$ cat config.mk
export PLATFORM = sky130hd
export DESIGN_NAME = mp3_key_ctrl
export DESIGN_NICKNAME = d
export VERILOG_FILES = /design/src/rtl/mp3_key_ctrl.sv
export SDC_FILE = /design/constraint.sdc
export NUM_CORES = 1
export LEC_CHECK = 0
export BUFFER_PORTS_ARGS = -buffer_cell sky130_fd_sc_hd__buf_2
export CAP_MARGIN = 20
export CELL_PAD_IN_SITES_DETAIL_PLACEMENT = 1
export CELL_PAD_IN_SITES_GLOBAL_PLACEMENT = 2
export CORE_MARGIN = 2
export CORE_UTILIZATION = 41
export DETAILED_ROUTE_END_ITERATION = 10
export PLACE_DENSITY_LB_ADDON = 0.1
export SKIP_LAST_GASP = 1
export SYNTH_ARGS = -nofsm -noshare
export SYNTH_HDL_FRONTEND = slang
export SYNTH_SLANG_ARGS = --single-unit
$ cat constraint.sdc
create_clock -name clk -period 3.2 [get_ports clk]
set_input_delay 0.16 -clock clk [delete_from_list [all_inputs] [get_ports clk]]
set_output_delay 0.16 -clock clk [all_outputs]
set_load 0.02 [all_outputs]
$ cat src/rtl/mp3_key_ctrl.sv
// Button front end for the MP3 player: synchronize and debounce four keys,
// drive track next/pre with lockout, and step the volume with auto-repeat.
module mp3_key_ctrl #(
    parameter int DEB_CYCLES    = 200000,
    parameter int LOCKOUT       = 51,
    parameter int REPEAT_DELAY  = 25000000,
    parameter int REPEAT_PERIOD = 10000000,
    parameter int TRACKS        = 8,
    parameter int VOL_MAX       = 15,
    parameter int VOL_DEFAULT   = 8
) (
    input  logic       clk,
    input  logic       rst_n,
    input  logic       i_btn_next,
    input  logic       i_btn_pre,
    input  logic       i_btn_vol_plus,
    input  logic       i_btn_vol_dec,
    output logic       o_next,
    output logic       o_pre,
    output logic       o_vol_plus,
    output logic       o_vol_dec,
    output logic       o_vol_up,
    output logic       o_vol_dn,
    output logic [3:0] o_track,
    output logic [3:0] o_volume
);

    localparam int DW   = $clog2(DEB_CYCLES + 1);
    localparam int LW   = $clog2(LOCKOUT + 1);
    localparam int RMAX = (REPEAT_DELAY > REPEAT_PERIOD) ? REPEAT_DELAY : REPEAT_PERIOD;
    localparam int RW   = $clog2(RMAX + 1);

    localparam int B_NEXT = 0;
    localparam int B_PRE  = 1;

    typedef enum logic {TK_IDLE, TK_LOCK} tk_state_e;
    typedef enum logic [1:0] {V_IDLE, V_FIRST, V_REPEAT} vol_state_e;

    logic [3:0]    btn_raw;
    logic [3:0]    sync1_q, sync2_q, deb_q, deb_prev_q;
    logic [DW-1:0] deb_cnt_q [4];
    logic [3:0]    rise;

    assign btn_raw = {i_btn_vol_dec, i_btn_vol_plus, i_btn_pre, i_btn_next};
    assign rise    = deb_q & ~deb_prev_q;

    // Counter only runs while the synchronized level disagrees with the debounced one.
    always_ff @(posedge clk or negedge rst_n) begin
        if (!rst_n) begin
            sync1_q    <= '0;
            sync2_q    <= '0;
            deb_q      <= '0;
            deb_prev_q <= '0;
            for (int i = 0; i < 4; i++) deb_cnt_q[i] <= '0;
        end else begin
            sync1_q    <= btn_raw;
            sync2_q    <= sync1_q;
            deb_prev_q <= deb_q;
            for (int i = 0; i < 4; i++) begin
                if (sync2_q[i] == deb_q[i]) begin
                    deb_cnt_q[i] <= '0;
                end else if (deb_cnt_q[i] == DW'(DEB_CYCLES - 1)) begin
                    deb_q[i]     <= ~deb_q[i];
                    deb_cnt_q[i] <= '0;
                end else begin
                    deb_cnt_q[i] <= deb_cnt_q[i] + DW'(1);
                end
            end
        end
    end

    tk_state_e     tk_state_q, tk_state_d;
    logic [LW-1:0] lock_cnt_q, lock_cnt_d;
    logic [3:0]    track_q, track_d;
    logic          next_q, next_d, pre_q, pre_d;

    always_ff @(posedge clk or negedge rst_n) begin
        if (!rst_n) begin
            tk_state_q <= TK_IDLE;
            lock_cnt_q <= '0;
            track_q    <= '0;
            next_q     <= 1'b0;
            pre_q      <= 1'b0;
        end else begin
            tk_state_q <= tk_state_d;
            lock_cnt_q <= lock_cnt_d;
            track_q    <= track_d;
            next_q     <= next_d;
            pre_q      <= pre_d;
        end
    end

    // Next has priority over pre; edges seen while locked are simply dropped.
    always_comb begin
        tk_state_d = tk_state_q;
        lock_cnt_d = lock_cnt_q;
        track_d    = track_q;
        next_d     = 1'b0;
        pre_d      = 1'b0;
        case (tk_state_q)
            TK_IDLE: begin
                if (rise[B_NEXT]) begin
                    next_d     = 1'b1;
                    track_d    = (track_q == 4'(TRACKS - 1)) ? 4'd0 : track_q + 4'd1;
                    tk_state_d = TK_LOCK;
                    lock_cnt_d = LW'(LOCKOUT - 1);
                end else if (rise[B_PRE]) begin
                    pre_d      = 1'b1;
                    track_d    = (track_q == 4'd0) ? 4'(TRACKS - 1) : track_q - 4'd1;
                    tk_state_d = TK_LOCK;
                    lock_cnt_d = LW'(LOCKOUT - 1);
                end
            end
            TK_LOCK: begin
                if (lock_cnt_q == '0) tk_state_d = TK_IDLE;
                else                  lock_cnt_d = lock_cnt_q - LW'(1);
            end
        endcase
    end

    vol_state_e    vol_state_q [2];
    vol_state_e    vol_state_d [2];
    logic [RW-1:0] rep_cnt_q [2];
    logic [RW-1:0] rep_cnt_d [2];
    logic [1:0]    lvl_v, rise_v, step;
    logic          both;
    logic [3:0]    vol_q, vol_d;
    logic          up_q, up_d, dn_q, dn_d;

    assign lvl_v  = deb_q[3:2];
    assign rise_v = rise[3:2];
    assign both   = &lvl_v;

    always_ff @(posedge clk or negedge rst_n) begin
        if (!rst_n) begin
            for (int d = 0; d < 2; d++) begin
                vol_state_q[d] <= V_IDLE;
                rep_cnt_q[d]   <= '0;
            end
            vol_q <= 4'(VOL_DEFAULT);
            up_q  <= 1'b0;
            dn_q  <= 1'b0;
        end else begin
            for (int d = 0; d < 2; d++) begin
                vol_state_q[d] <= vol_state_d[d];
                rep_cnt_q[d]   <= rep_cnt_d[d];
            end
            vol_q <= vol_d;
            up_q  <= up_d;
            dn_q  <= dn_d;
        end
    end

    // Index 0 steps up, index 1 steps down; holding both keys parks both machines.
    always_comb begin
        vol_state_d = vol_state_q;
        rep_cnt_d   = rep_cnt_q;
        step        = 2'b00;
        for (int d = 0; d < 2; d++) begin
            if (both || !lvl_v[d]) begin
                vol_state_d[d] = V_IDLE;
                rep_cnt_d[d]   = '0;
            end else begin
                case (vol_state_q[d])
                    V_IDLE: begin
                        if (rise_v[d]) begin
                            step[d]        = 1'b1;
                            vol_state_d[d] = V_FIRST;
                            rep_cnt_d[d]   = RW'(REPEAT_DELAY - 1);
                        end
                    end
                    V_FIRST, V_REPEAT: begin
                        if (rep_cnt_q[d] == '0) begin
                            step[d]        = 1'b1;
                            vol_state_d[d] = V_REPEAT;
                            rep_cnt_d[d]   = RW'(REPEAT_PERIOD - 1);
                        end else begin
                            rep_cnt_d[d] = rep_cnt_q[d] - RW'(1);
                        end
                    end
                    default: vol_state_d[d] = V_IDLE;
                endcase
            end
        end

        vol_d = vol_q;
        up_d  = 1'b0;
        dn_d  = 1'b0;
        if (step[0] && (vol_q != 4'(VOL_MAX))) begin
            vol_d = vol_q + 4'd1;
            up_d  = 1'b1;
        end else if (step[1] && (vol_q != 4'd0)) begin
            vol_d = vol_q - 4'd1;
            dn_d  = 1'b1;
        end
    end

    assign o_next     = next_q;
    assign o_pre      = pre_q;
    assign o_track    = track_q;
    assign o_vol_plus = deb_q[2];
    assign o_vol_dec  = deb_q[3];
    assign o_vol_up   = up_q;
    assign o_vol_dn   = dn_q;
    assign o_volume   = vol_q;

endmodule

======== Yosys cells after proc, flatten, opt, wreduce, memory -nomap -nowiden ========
Cells that the tools add are included.
storage, ports and cells
  register bits ........................... 161
  logic and storage cells ................. 148
  input bits .............................. 6
operators by class
  multiplexer cells ....................... 53
  add/subtract/negate cells ............... 11
  reductions and logical operators ........ 30
  bitwise gates (word level) .............. 11
  equality and inequality tests ........... 20
operators by type and width
  kind                                                                   number
  25-bit 2-to-1 mux                                                      6
  18-bit 2-to-1 mux                                                      8
  25-bit case mux with 2 select lines                                    2
  18-bit by 1-bit adder with 18-bit output (second input constant)       4
  18-bit equality test (second input constant)                           4
  25-bit logical NOT                                                     2
  25-bit by 1-bit subtractor with 25-bit output (second input constant)  2
  4-bit 2-to-1 mux                                                       6
  2-bit AND reduction                                                    11
  6-bit 2-to-1 mux                                                       3
  1-bit 2-to-1 mux                                                       16
  3-bit inequality test (second input constant)                          5
  2-bit 2-to-1 mux                                                       6
  6-bit case mux with 2 select lines                                     1
  1-bit NOT                                                              9
  4-bit by 1-bit adder with 4-bit output (second input constant)         2
  2-bit case mux with 2 select lines                                     2
  4-bit by 1-bit subtractor with 4-bit output (second input constant)    2
  6-bit logical NOT                                                      1
  1-bit case mux with 2 select lines                                     3
  3-bit nonzero test                                                     2
  6-bit by 1-bit subtractor with 6-bit output (second input constant)    1
  4-bit bitwise AND                                                      1
  1-bit equality test                                                    4
  14 further kinds                                                       22

======== Longest topological paths before layout ========
Gate-level depths: netlist (run 1).
  depth in word-level cells ............... 8
  depth in mapped cells ................... 12
  mapped depth without buffers ............ 12

======== Least setup slack after synthesis (run 1) ========
OpenSTA, ideal clock, no wires.
  path kind ............................... reg-to-reg
  from .................................... register rep_cnt_q[28] (netlist bit)
  to ...................................... register vol_q[3], in the netlist o_volume[3]
  cell stages (with the launch flop) ...... 11
  arrival time ............................ 2.837 ns
  setup slack ............................. 0.278 ns
  path through ............................ dfrtp_1 nor4_4 nand4_1 o21ai_0 nand2_1 ha_1 a21oi_1 nor2b_1 or2_2 or4_1 o2111ai_1
between the ends
  cells in the longest elaborated chain, start to end .. 6
  elaborated cells between the ends (all ways) .. 7
  those cells by class .................... 4 x mux; 3 x reduce/logical
ends and longest elaborated chain
  item                                                    RTL line  source
  start, declared                                         123       logic [RW-1:0] rep_cnt_q [2];
  start signal, assigned by index                         146       rep_cnt_q[d] <= rep_cnt_d[d];
  25-bit logical NOT *                                    173       if (rep_cnt_q[d] == '0) begin
  1-bit 2-to-1 mux *                                      173
  1-bit case mux with 2 select lines *                    164       case (vol_state_q[d])
  1-bit 2-to-1 mux *                                      160       if (both || !lvl_v[d]) begin
  1-bit logical AND *                                     189       if (step[0] && (vol_q != 4'(VOL_MAX))) begin
  4-bit 2-to-1 mux or 2-bit nonzero test (tied branches)  n/a
  end signal, assigned                                    140       vol_q <= 4'(VOL_DEFAULT);
  end signal, assigned                                    148       vol_q <= vol_d;
  end, declared                                           127       logic [3:0] vol_q, vol_d;
Mark *: on every way between the ends. The rest lies on a longest branch, timed or not.
A chain may end at the register's enable or synchronous reset.

======== Worst setup path after layout (run 1) ========
  from .................................... register rep_cnt_q[25] (netlist bit)
  to ...................................... register vol_q[3], in the netlist o_volume[3]
The elaborated chain is that of the path after synthesis.

==> metrics.log, run 1 <==
[metrics] delay contributed by the slowest stage of the critical path: 430 ps
[metrics] Cell Pwr Density: 439 mW/mm²
[metrics] per-cell routed wire length: 18.4 µm
[metrics] overall global routing resource usage: 21.6%
[metrics] maximum number of pins on one net before global-route repair: 83
[metrics] drt via density: 5.82
[metrics] CTS sink cnt: 161
[metrics] RSZ-0062 raised after global routing: false
[metrics] number of placed cells counting well taps: 1189
[metrics] period utilization: 91.1%
[metrics] Chip Width: 149 µm
[metrics] Synth async-reset ratio: 100%
[metrics] Antenna Nets Post-Route: 0
[metrics] Synth Net Count: 926
[metrics] area growth from synthesis to layout: 13.7%
[metrics] type of the worst setup path: register to register
[metrics] class of the tightest hold or removal check: input port to async pin
[metrics] fill count: 2374
[metrics] standard-cell row count: 52
[metrics] Reg2Reg Setup Slack: 280 ps
[metrics] ordered cell list for the critical path: inv_1 -> ha_1 -> nor2b_1 -> nand4_1 -> o21ai_1 -> nand2_1 -> ha_1 -> a21oi_1 -> nor2b_1 -> or2_2 -> or4_1 -> o2111ai_1
[metrics] Post-Place Worst Slack: 100 ps
[metrics] clock tree from TritonCTS: built
[metrics] initial core utilization: 42.1%
[metrics] Tot Pwr: 4.29 mW
[metrics] via count of the first global-routing pass: 7640
[metrics] Clk pin slew, worst setup/hold paths: 60 ps
[metrics] final count of hold timing violations: 0
[metrics] maximum buffer depth of the clock tree: 2
[metrics] count of cell types in the netlist: 75
[metrics] worst reg2reg startpoint: rep_cnt_q[25]
[metrics] final worst clock skew: 10.4 ps
[metrics] routed vias: 7130
[metrics] Die Y-Extent: 149 µm
[metrics] crit path DAT: 3250 ps
[metrics] number of synthesized flops with an enable pin: 0
[metrics] Final min period: 2920 ps
[metrics] count of yosys warnings during synthesis: 0
[metrics] global routing met1 resource utilization: 29.7%
[metrics] routing usage on met2: 35.6%
[metrics] count of buffers from port buffering: 19
[metrics] HPWL Detailed: 15800 µm
[metrics] busiest layer in global routing: met2
[metrics] final net count: 968
[metrics] Final Wtd Congestion: 0.813
[metrics] Num CTS Buffers: 17
[metrics] pin slew with the least headroom to its limit: 840 ps
[metrics] primary flip-flop cell chosen by synthesis mapping: dfrtp_1
[metrics] length of the first detailed-routing pass in iterations: 4
[metrics] max-capacitance violation count: 0
[metrics] cell area after synthesis: 0.00859 mm²
[metrics] Setup-failing EPs final: 0
[metrics] 1st-iter DRT viols: 368
[metrics] number of top-level pins: 20
[metrics] clk_lat worst skew: 430 ps
[metrics] IR drop worst, VDD: 0.318 mV
[metrics] minimum setup slack in the final design: 284 ps
[metrics] CP Data Required Time: 3530 ps
[metrics] Yosys reg bits: 161
[metrics] H-tree levels: 4
[metrics] core region area: 0.0204 mm²
[metrics] crit path launch type: register
[metrics] Post-route DRC: 0
[metrics] Post-Synthesis Mean Instance Area: 9.54 µm²
[metrics] CTS Root Buffer Type: clkbuf_16
[metrics] initial antenna violation count: 0
[metrics] final routed wirelength across all metal layers: 22500 µm
[metrics] worst max-slew margin expressed relative to the limit: 44.0%
[metrics] outcome: complete, no violations
[metrics] number of buffers added for setup after CTS: 0
[metrics] global-route wire length before repair: 38700 µm
[metrics] Critical path origin: rep_cnt_q[25]
[metrics] cell count after synthesis: 901
[metrics] critical-path maximum fanout: 5
[metrics] Antenna diodes: 0
[metrics] final total negative setup slack: 0 ps
[metrics] fin. max-slew vios: 0
[metrics] met3 Resource Use GR: 3.49%
[metrics] type of destination of the critical path: register
[metrics] portion of the post-synthesis area used by sequential elements: 46.9%
[metrics] final cell count without fillers: 1226
[metrics] Max Clock Freq: 343 MHz
[metrics] total global routing overflow: 0
[metrics] worst-path cell with the longest stage delay: dfrtp_1
[metrics] Leak Pwr: 4.33 nW
[metrics] Die ar.: 0.0221 mm²
[metrics] layout cell share with drive strength beyond 1: 12.9%
## flip-flops by register name, summed over array words and instances, names as in the netlist
name	cells
o_vol_dn	1
sync2_q	4
deb_q	4
deb_prev_q	4
tk_state_q	1
deb_cnt_q	72
sync1_q	4
rep_cnt_q	50
vol_state_q	4
o_pre	1
o_track	4
o_next	1
o_vol_up	1
lock_cnt_q	6
o_volume	4
## routing by layer
layer	wire, µm	part of all wire (%)
met5	0	0
met2	10800	48
met3	545	2.4
met1	10900	48
met4	302	1.3
## worst paths after layout
path,end,cells past startpoint
min in group clk,sync2_q[3],0
min reg2reg,sync2_q[3],0
min,deb_cnt_q[48],2
max reg2reg,o_volume[3],12
max in group asynchronous,deb_cnt_q[43],3
max,o_volume[3],12
## what timing repair did
| action | 4_1_cts | 5_1_grt |
|---|---|---|
| endpoints found under the setup margin | 1 | 1 |
| pin swaps | 0 | 0 |
| hold buffers | 5 | 0 |
| gates resized for setup | 1 | 3 |
| hold endpoints to repair | 82 | 0 |
## per-stage QoR
stage / utilization [%] / hold WS [ps] / area [µm²]
finish: 47.8 / 313 / 9770
global route: 47.8 / 379 / 9770
CTS: 47.8 / 362 / 9760
detailed placement: 44.5 / 270 / 9090
global placement: 44.5 / 269 / 9090
floorplan: - / -136 / 8590
## layout make-up
cell class / count / area [µm²] / area share, %
flip-flops and latches: 161 / 4030 / 41.2
clock inverters: 13 / 163 / 1.66
well taps: 270 / 338 / 3.46
clock buffers: 19 / 443 / 4.53
inverters: 39 / 146 / 1.50
repair buffers: 50 / 347 / 3.55
multi-input cells: 674 / 4310 / 44.1
## Yosys cell counts, types with 11 or more instances
| cell | instances | share of area (%) |
|---|---|---|
| dfrtp_1 | 160 | 47 |
| nor2_1 | 130 | 5.7 |
| nand2_1 | 58 | 2.5 |
| nand3_1 | 50 | 2.9 |
| xnor2_1 | 42 | 4.3 |
| nor3_1 | 41 | 2.4 |
| o21ai_0 | 40 | 2.3 |
| inv_1 | 39 | 1.7 |
| xor2_1 | 33 | 3.4 |
| a21oi_1 | 28 | 1.6 |
| nand4_1 | 26 | 1.9 |
| clkbuf_1 | 18 | 0.79 |
| ha_1 | 18 | 2.6 |
| and4_1 | 14 | 1.4 |
| nor4_1 | 13 | 0.95 |
| or4_1 | 12 | 1.0 |
| a31oi_1 | 11 | 0.80 |
## kinds of logic after synthesis
family | synth area share [%]
flops | 46.9
mux | 0.917
xor+xnor | 7.65
buf+inv | 3.23
fa+ha+maj | 2.85
compound gates | 13.3
simple gates | 25.1
## worst max-delay path: cells and delay by family (launching register included)
| family | cells | cell delay (ps) |
|---|---|---|
| simple gates | 6 | 1270 |
| compound gates | 3 | 510 |
| flops | 1 | 430 |
| fa+ha+maj | 2 | 520 |
| buf+inv | 1 | 120 |
## power breakdown
group | internal (mW) | switching, mW | total (mW)
Clock | 1.25 | 0.874 | 2.12
Combinational | 0.0247 | 0.0701 | 0.0948
Sequential | 2.05 | 0.0167 | 2.07
Total | 3.32 | 0.961 | 4.29
## layout by cell type, fill, tap and decap left out, types with 5 or more instances in the layout
master / n
a211oi_1: 5
a21oi_1: 28
a22o_1: 9
a31oi_1: 11
and3_1: 10
and4_1: 14
buf_2: 18
buf_4: 26
clkbuf_16: 17
clkinvlp_4: 6
dfrtp_1: 160
dlygate4sd3_1: 5
ha_1: 18
inv_1: 39
mux2_2: 7
nand2_1: 58
nand2b_1: 6
nand3_1: 50
nand4_1: 26
nor2_1: 130
nor2b_1: 6
nor3_1: 41
nor4_1: 11
o211ai_1: 7
o21a_1: 6
o21ai_0: 39
o221a_2: 9
o22ai_1: 5
o31ai_1: 9
or2_2: 8
or4_1: 12
xnor2_1: 42
xor2_1: 33
Power figures use the tool's default switching activity.
==> inputs of run 2 (changes only) <==
- PLACE_DENSITY: not set -> 0.92
- PLACE_DENSITY_LB_ADDON: 0.1 -> not set
==> run 2 against run 1 <==
Global-route usage shrank 0.97 points. Sequential cell count is the same. Maximum frequency grew 0.43%. Sequential share of layout area shrank 0.12 points. Clock-buffer cell count grew 4. Routed wire length shrank 5.4%. Critical path type unchanged. Highest routed layer unchanged.
==> metrics.log, run 2 (synthesized netlist as in run 1, its figures left out) <==
[metrics] type of the worst setup path: register to register
[metrics] final count of hold timing violations: 0 (unchanged)
[metrics] pin slew with the least headroom to its limit: 747 ps (-92.4 ps)
[metrics] Final min period: 2900 ps (-12.5 ps)
[metrics] core region area: 0.0204 mm² (unchanged)
[metrics] busiest layer in global routing: met2
[metrics] global-route wire length before repair: 37100 µm (-4.0%)
[metrics] area of the multi-input gates: 0.00429 mm² (-0.35%)
[metrics] maximum buffer depth of the clock tree: 2 (unchanged)
[metrics] max-capacitance violation count: 0 (unchanged)
[metrics] per-cell routed wire length: 17.4 µm (-5.4%)
[metrics] Cell Pwr Density: 446 mW/mm² (+1.6%)
[metrics] crit path launch type: register
[metrics] drt via density: 5.68 (-2.3%)
[metrics] sequential standard cell area: 0.00403 mm² (unchanged)
[metrics] Leak Pwr: 4.36 nW (+0.70%)
[metrics] total global routing overflow: 0 (unchanged)
[metrics] final worst clock skew: 14.0 ps (+3.65 ps)
[metrics] outcome: complete, no violations
[metrics] number of buffers added for setup after CTS: 0 (unchanged)
[metrics] class of the tightest hold or removal check: input port to async pin
[metrics] worst max-slew margin expressed relative to the limit: 49.7% (+5.7 points)
[metrics] final total negative setup slack: 0 ps (unchanged)
[metrics] Die ar.: 0.0221 mm² (unchanged)
[metrics] RSZ-0062 raised after global routing: false
[metrics] fill count: 2340 (-1.4%)
[metrics] crit path DAT: 3250 ps (about the same)
[metrics] Num CTS Buffers: 17 (unchanged)
[metrics] via count of the first global-routing pass: 7385 (-3.3%)
[metrics] Final Wtd Congestion: 0.805 (-1.0%)
[metrics] Die Y-Extent: 149 µm (unchanged)
[metrics] clock tree from TritonCTS: built
[metrics] critical-path maximum fanout: 4 (-1)
[metrics] count of buffers from port buffering: 19 (unchanged)
[metrics] initial core utilization: 42.1% (unchanged)
[metrics] Final Instance Area: 0.00980 mm² (+0.28%)
[metrics] Post-Place Worst Slack: 103 ps (+3.36 ps)
[metrics] standard cell area after detailed placement: 0.00911 mm² (+0.22%)
[metrics] Clk pin slew, worst setup/hold paths: 60 ps (about the same)
[metrics] clk_lat worst skew: 430 ps (about the same)
[metrics] layout cell share with drive strength beyond 1: 12.6% (-0.31 points)
[metrics] final routed wirelength across all metal layers: 21300 µm (-5.4%)
[metrics] Max Clock Freq: 344 MHz (+0.43%)
[metrics] type of destination of the critical path: register
[metrics] largest register by flop count: deb_cnt_q
[metrics] fin. max-slew vios: 0 (unchanged)
[metrics] final net count: 969 (+0.10%)
[metrics] most frequent cells in the layout: dfrtp_1, nor2_1, nand2_1, nand3_1, xnor2_1
[metrics] Setup-failing EPs final: 0 (unchanged)
[metrics] commonest non-fill, non-tap cell in the layout: dfrtp_1
[metrics] period utilization: 90.7% (-0.39 points)
[metrics] number of top-level pins: 20 (unchanged)
[metrics] post-layout utilization of the core: 48.0% (+0.13 points)
[metrics] maximum number of pins on one net before global-route repair: 77 (-7.2%)
[metrics] met3 Resource Use GR: 3.55% (+0.061 points)
[metrics] Tot Pwr: 4.37 mW (+1.9%)
[metrics] CTS sink cnt: 161 (unchanged)
[metrics] final cell count without fillers: 1226 (unchanged)
[metrics] routing usage on met2: 34.9% (-0.76 points)
[metrics] Antenna diodes: 0 (unchanged)
[metrics] post-route worst hold slack: 322 ps (+8.89 ps)
[metrics] routed vias: 6965 (-2.3%)
[metrics] Antenna Nets Post-Route: 0 (unchanged)
[metrics] CTS Root Buffer Type: clkbuf_16
[metrics] number of placed cells counting well taps: 1190 (+0.084%)
[metrics] CP Data Required Time: 3550 ps (+20 ps)
[metrics] global routing met1 resource utilization: 27.1% (-2.5 points)
[metrics] Post-route DRC: 0 (unchanged)
[metrics] area growth from synthesis to layout: 14.1%
[metrics] standard-cell row count: 52 (unchanged)
[metrics] overall global routing resource usage: 20.7% (-0.97 points)
[metrics] minimum setup slack in the final design: 296 ps (+12.5 ps)
[metrics] IR drop worst, VDD: 0.332 mV (+4.3%)
[metrics] number of flip-flops in the largest register: 72 (unchanged)
[metrics] HPWL Detailed: 14500 µm (-7.9%)
[metrics] initial antenna violation count: 0 (unchanged)
[metrics] H-tree levels: 4 (unchanged)
[metrics] Chip Width: 149 µm (unchanged)
[metrics] 1st-iter DRT viols: 306 (-17%)
[metrics] length of the first detailed-routing pass in iterations: 4 (unchanged)
[metrics] registers with the highest flip-flop counts: deb_cnt_q: 72 flops, rep_cnt_q: 50 flops, lock_cnt_q: 6 flops
-- run 2: cell count changes in the layout (fill, tap and decap cells not counted) --
cell,delta
clkbuf_8,+2
clkinv_2,-1
nor4_1,+1
clkinv_4,-2
bufinv_16,+1
clkbuf_1,+2
nor4_4,-1
inv_6,+2
buf_12,+1
clkinvlp_4,-5
-- run 2: final cells by class --
cell class / count / share of cell area (%)
flip-flops and latches: 161 / 41.1
multi-input cells: 674 / 43.8
clock inverters: 8 / 1.53
clock buffers: 23 / 4.88
repair buffers: 51 / 3.74
inverters: 39 / 1.49
well taps: 270 / 3.45
-- run 2: repair_timing --
| action | in CTS | in global routing |
|---|---|---|
| hold buffers | 5 | 0 |
| hold endpoints to repair | 77 | 0 |
| endpoints found under the setup margin | 0 | 1 |
| resized for setup | 0 | 2 |
-- run 2: metal layers --
layer	share of wire (%)	routed length (µm)
met2	49	10400
met3	2.7	576
met5	0	0
met4	1.8	374
met1	47	9970
-- run 2: final timing paths --
path	start	end	cells past startpoint	slack, ps
max in group asynchronous	rst_n	deb_prev_q[2]	3	1960
setup reg to reg	rep_cnt_q[44]	o_volume[3]	10	300
hold reg to reg	sync1_q[0]	sync2_q[0]	0	360
min in group clk	sync1_q[0]	sync2_q[0]	0	360
setup / recovery	rep_cnt_q[44]	o_volume[3]	10	300
hold / removal	rst_n	deb_cnt_q[51]	2	320
-- run 2: critical path: stages (launching register included) --
cell	delay, ps
dfrtp_1	420
nor4_2	460
nand4_1	230
o21ai_1	220
nand2_1	160
ha_1	330
a21oi_1	150
nor2b_1	70
or2_2	280
or4_1	410
o2111ai_1	110
-- run 2: report_power, final --
part	total (mW)	internal [mW]	switching, mW
logic	0.0928	0.0254	0.0674
clock network	2.21	1.37	0.837
registers	2.07	2.05	0.0156
total	4.37	3.45	0.920
==> inputs of run 3 (changes only) <==
- CORE_ASPECT_RATIO: not set -> 0.9
==> run 3 against run 2 <==
Setup slack better by 4.2 ps. Largest power group unchanged. Worst hold slack worse by 44 ps. Clock power down 3%. Via count up 1.1%. Sequential cell count unchanged. Sequential power about the same. Highest routed layer unchanged. Sequential share of layout area down 0.068 points. Combinational power up 2%. Routed wire length up 3.0%. Clock skew down 3.6 ps. Non-clock buffer count unchanged.
==> metrics.log, run 3 (synthesized netlist as in run 1, its figures left out) <==
[metrics] IR drop worst, VDD: 0.357 mV (+7.4%)
[metrics] post-route worst hold slack: 278 ps (-44.5 ps)
[metrics] period utilization: 90.6% (-0.13 points)
[metrics] Chip Width: 157 µm (+5.3%)
[metrics] standard-cell row count: 50 (-3.8%)
[metrics] initial core utilization: 41.5% (-0.56 points)
[metrics] Max Clock Freq: 345 MHz (+0.15%)
[metrics] clock tree from TritonCTS: built
[metrics] overall global routing resource usage: 20.7% (+0.045 points)
[metrics] class of the tightest hold or removal check: input port to async pin
[metrics] Critical Path Stages: 10 (unchanged)
[metrics] area growth from synthesis to layout: 14.2%
[metrics] global-route wire length before repair: 36700 µm (-1.1%)
[metrics] final total negative setup slack: 0 ps (unchanged)
[metrics] fin. max-slew vios: 0 (unchanged)
[metrics] type of the worst setup path: register to register
[metrics] max-capacitance violation count: 0 (unchanged)
[metrics] Post-route DRC: 0 (unchanged)
[metrics] Routed met2 length: 10400 µm (-0.21%)
[metrics] drt via density: 5.66 (-0.32%)
[metrics] outcome: complete, no violations
[metrics] count of buffers from port buffering: 19 (unchanged)
[metrics] number of buffers added for setup after CTS: 0 (unchanged)
[metrics] CTS Root Buffer Type: clkbuf_16
[metrics] final worst clock skew: 10.4 ps (-3.59 ps)
[metrics] Clk pin slew, worst setup/hold paths: 60 ps (about the same)
[metrics] layout cell share with drive strength beyond 1: 13.0% (+0.40 points)
[metrics] number of flip-flops in the largest register: 72 (unchanged)
[metrics] Final Wtd Congestion: 0.803 (-0.21%)
[metrics] worst max-slew margin expressed relative to the limit: 42.6% (-7.1 points)
[metrics] maximum buffer depth of the clock tree: 2 (unchanged)
[metrics] CP Data Required Time: 3540 ps (about the same)
[metrics] highest layer used for signal routing: met4
[metrics] routed vias: 7039 (+1.1%)
[metrics] Final min period: 2900 ps (-4.23 ps)
[metrics] crit path launch type: register
[metrics] Setup-failing EPs final: 0 (unchanged)
[metrics] RSZ-0062 raised after global routing: false
[metrics] number of top-level pins: 20 (unchanged)
[metrics] Antenna Nets Post-Route: 0 (unchanged)
[metrics] final net count: 969 (unchanged)
[metrics] H-tree levels: 4 (unchanged)
[metrics] pin slew with the least headroom to its limit: 857 ps (+110 ps)
[metrics] type of destination of the critical path: register
[metrics] HPWL Detailed: 15100 µm (+3.8%)
[metrics] Die ar.: 0.0221 mm² (about the same)
[metrics] routed wl met3: 638 µm (+11%)
[metrics] worst-path cell with the longest stage delay: dfrtp_1
[metrics] core region area: 0.0207 mm² (+1.4%)
[metrics] maximum number of pins on one net before global-route repair: 65 (-16%)
[metrics] final routed wirelength across all metal layers: 22000 µm (+3.0%)
[metrics] initial antenna violation count: 0 (unchanged)
[metrics] Die Y-Extent: 141 µm (-5.0%)
[metrics] post-layout utilization of the core: 47.4% (-0.56 points)
[metrics] Num CTS Buffers: 17 (unchanged)
[metrics] most frequent cells in the layout: dfrtp_1, nor2_1, nand2_1, nand3_1, xnor2_1
[metrics] registers with the highest flip-flop counts: deb_cnt_q: 72 flops, rep_cnt_q: 50 flops, lock_cnt_q: 6 flops
[metrics] delay contributed by the slowest stage of the critical path: 420 ps (-40 ps)
[metrics] total global routing overflow: 0 (unchanged)
[metrics] Cell Pwr Density: 439 mW/mm² (-1.5%)
[metrics] largest register by flop count: deb_cnt_q
[metrics] met1 routed wirelength after detailed routing: 10700 µm (+6.9%)
[metrics] ordered cell list for the critical path: nor4_2 -> nand4_1 -> o21ai_1 -> nand2_1 -> ha_1 -> a21oi_1 -> nor2b_1 -> or2_2 -> or4_1 -> o2111ai_1
[metrics] Top Family by Delay on Critical Path: simple AND/OR/NAND/NOR gates
[metrics] 1st-iter DRT viols: 422 (+38%)
[metrics] via count of the first global-routing pass: 7159 (-3.1%)
[metrics] critical-path maximum fanout: 5 (+1)
[metrics] clk_lat worst skew: 430 ps (about the same)
[metrics] Antenna diodes: 0 (unchanged)
[metrics] number of cells on the worst reg-to-reg path: 10 (unchanged)
[metrics] Leak Pwr: 4.36 nW (-0.17%)
[metrics] crit path buf inv count: 0 (unchanged)
[metrics] commonest non-fill, non-tap cell in the layout: dfrtp_1
[metrics] per-cell routed wire length: 17.7 µm (+1.6%)
[metrics] length of the first detailed-routing pass in iterations: 4 (unchanged)
[metrics] final count of hold timing violations: 0 (unchanged)
[metrics] CTS sink cnt: 161 (unchanged)
[metrics] crit path DAT: 3240 ps (about the same)
-- run 3: changes by cell type in the layout (fill, tap and decap cells not counted), sizes merged --
| cell | previous run | this run |
|---|---|---|
| bufinv | 4 | 3 |
| clkinvlp | 1 | 3 |
| clkbuf | 23 | 20 |
| clkinv | 1 | 6 |
| inv | 41 | 39 |
-- run 3: final timing paths --
| check | startpoint | slack, ps | to |
|---|---|---|---|
| hold reg to reg | sync1_q[0] | 360 | sync2_q[0] |
| min in group clk | sync1_q[0] | 360 | sync2_q[0] |
| hold / removal | rst_n | 280 | deb_cnt_q[0] |
| max in group asynchronous | rst_n | 2000 | rep_cnt_q[42] |
| setup / recovery | rep_cnt_q[44] | 300 | o_volume[3] |
| setup reg to reg | rep_cnt_q[44] | 300 | o_volume[3] |
-- run 3: layer usage --
layer | track usage (%) | up-vias
met5 | 0 | -
met3 | 4.28 | 24
met1 | 29.0 | 3567
met4 | 5.75 | 0
met2 | 32.9 | 99
li1 | - | 3349
-- run 3: area by class of cell --
type | count | area, µm²
tap | 286 | 358
sequential | 161 | 4030
timing repair buffer | 51 | 367
multi-input combinational | 674 | 4290
fill | 2351 | 10900
clock buffer | 20 | 467
inverter | 39 | 146
clock inverter | 12 | 158
-- run 3: per-stage QoR --
stage	power (mW)	instances	area, µm²	setup WS, ps
floorplan	2.14	901	8590	278
global placement	2.20	1206	9140	263
detailed placement	2.20	1206	9140	128
CTS	4.37	1243	9810	86.8
global route	4.47	1243	9820	100
finish	4.31	1243	9820	301
-- run 3: report_power, final --
group	switching (mW)	internal [mW]	leakage, nW
clock	0.855	1.29	0.298
sequential	0.0161	2.05	2.22
combinational	0.0690	0.0257	1.84
-- run 3: repair_timing --
item | in CTS | in global routing
hold buffers | 5 | 0
hold endpoints to repair | 62 | 0
endpoints found under the setup margin | 0 | 1
resized for setup | 0 | 2
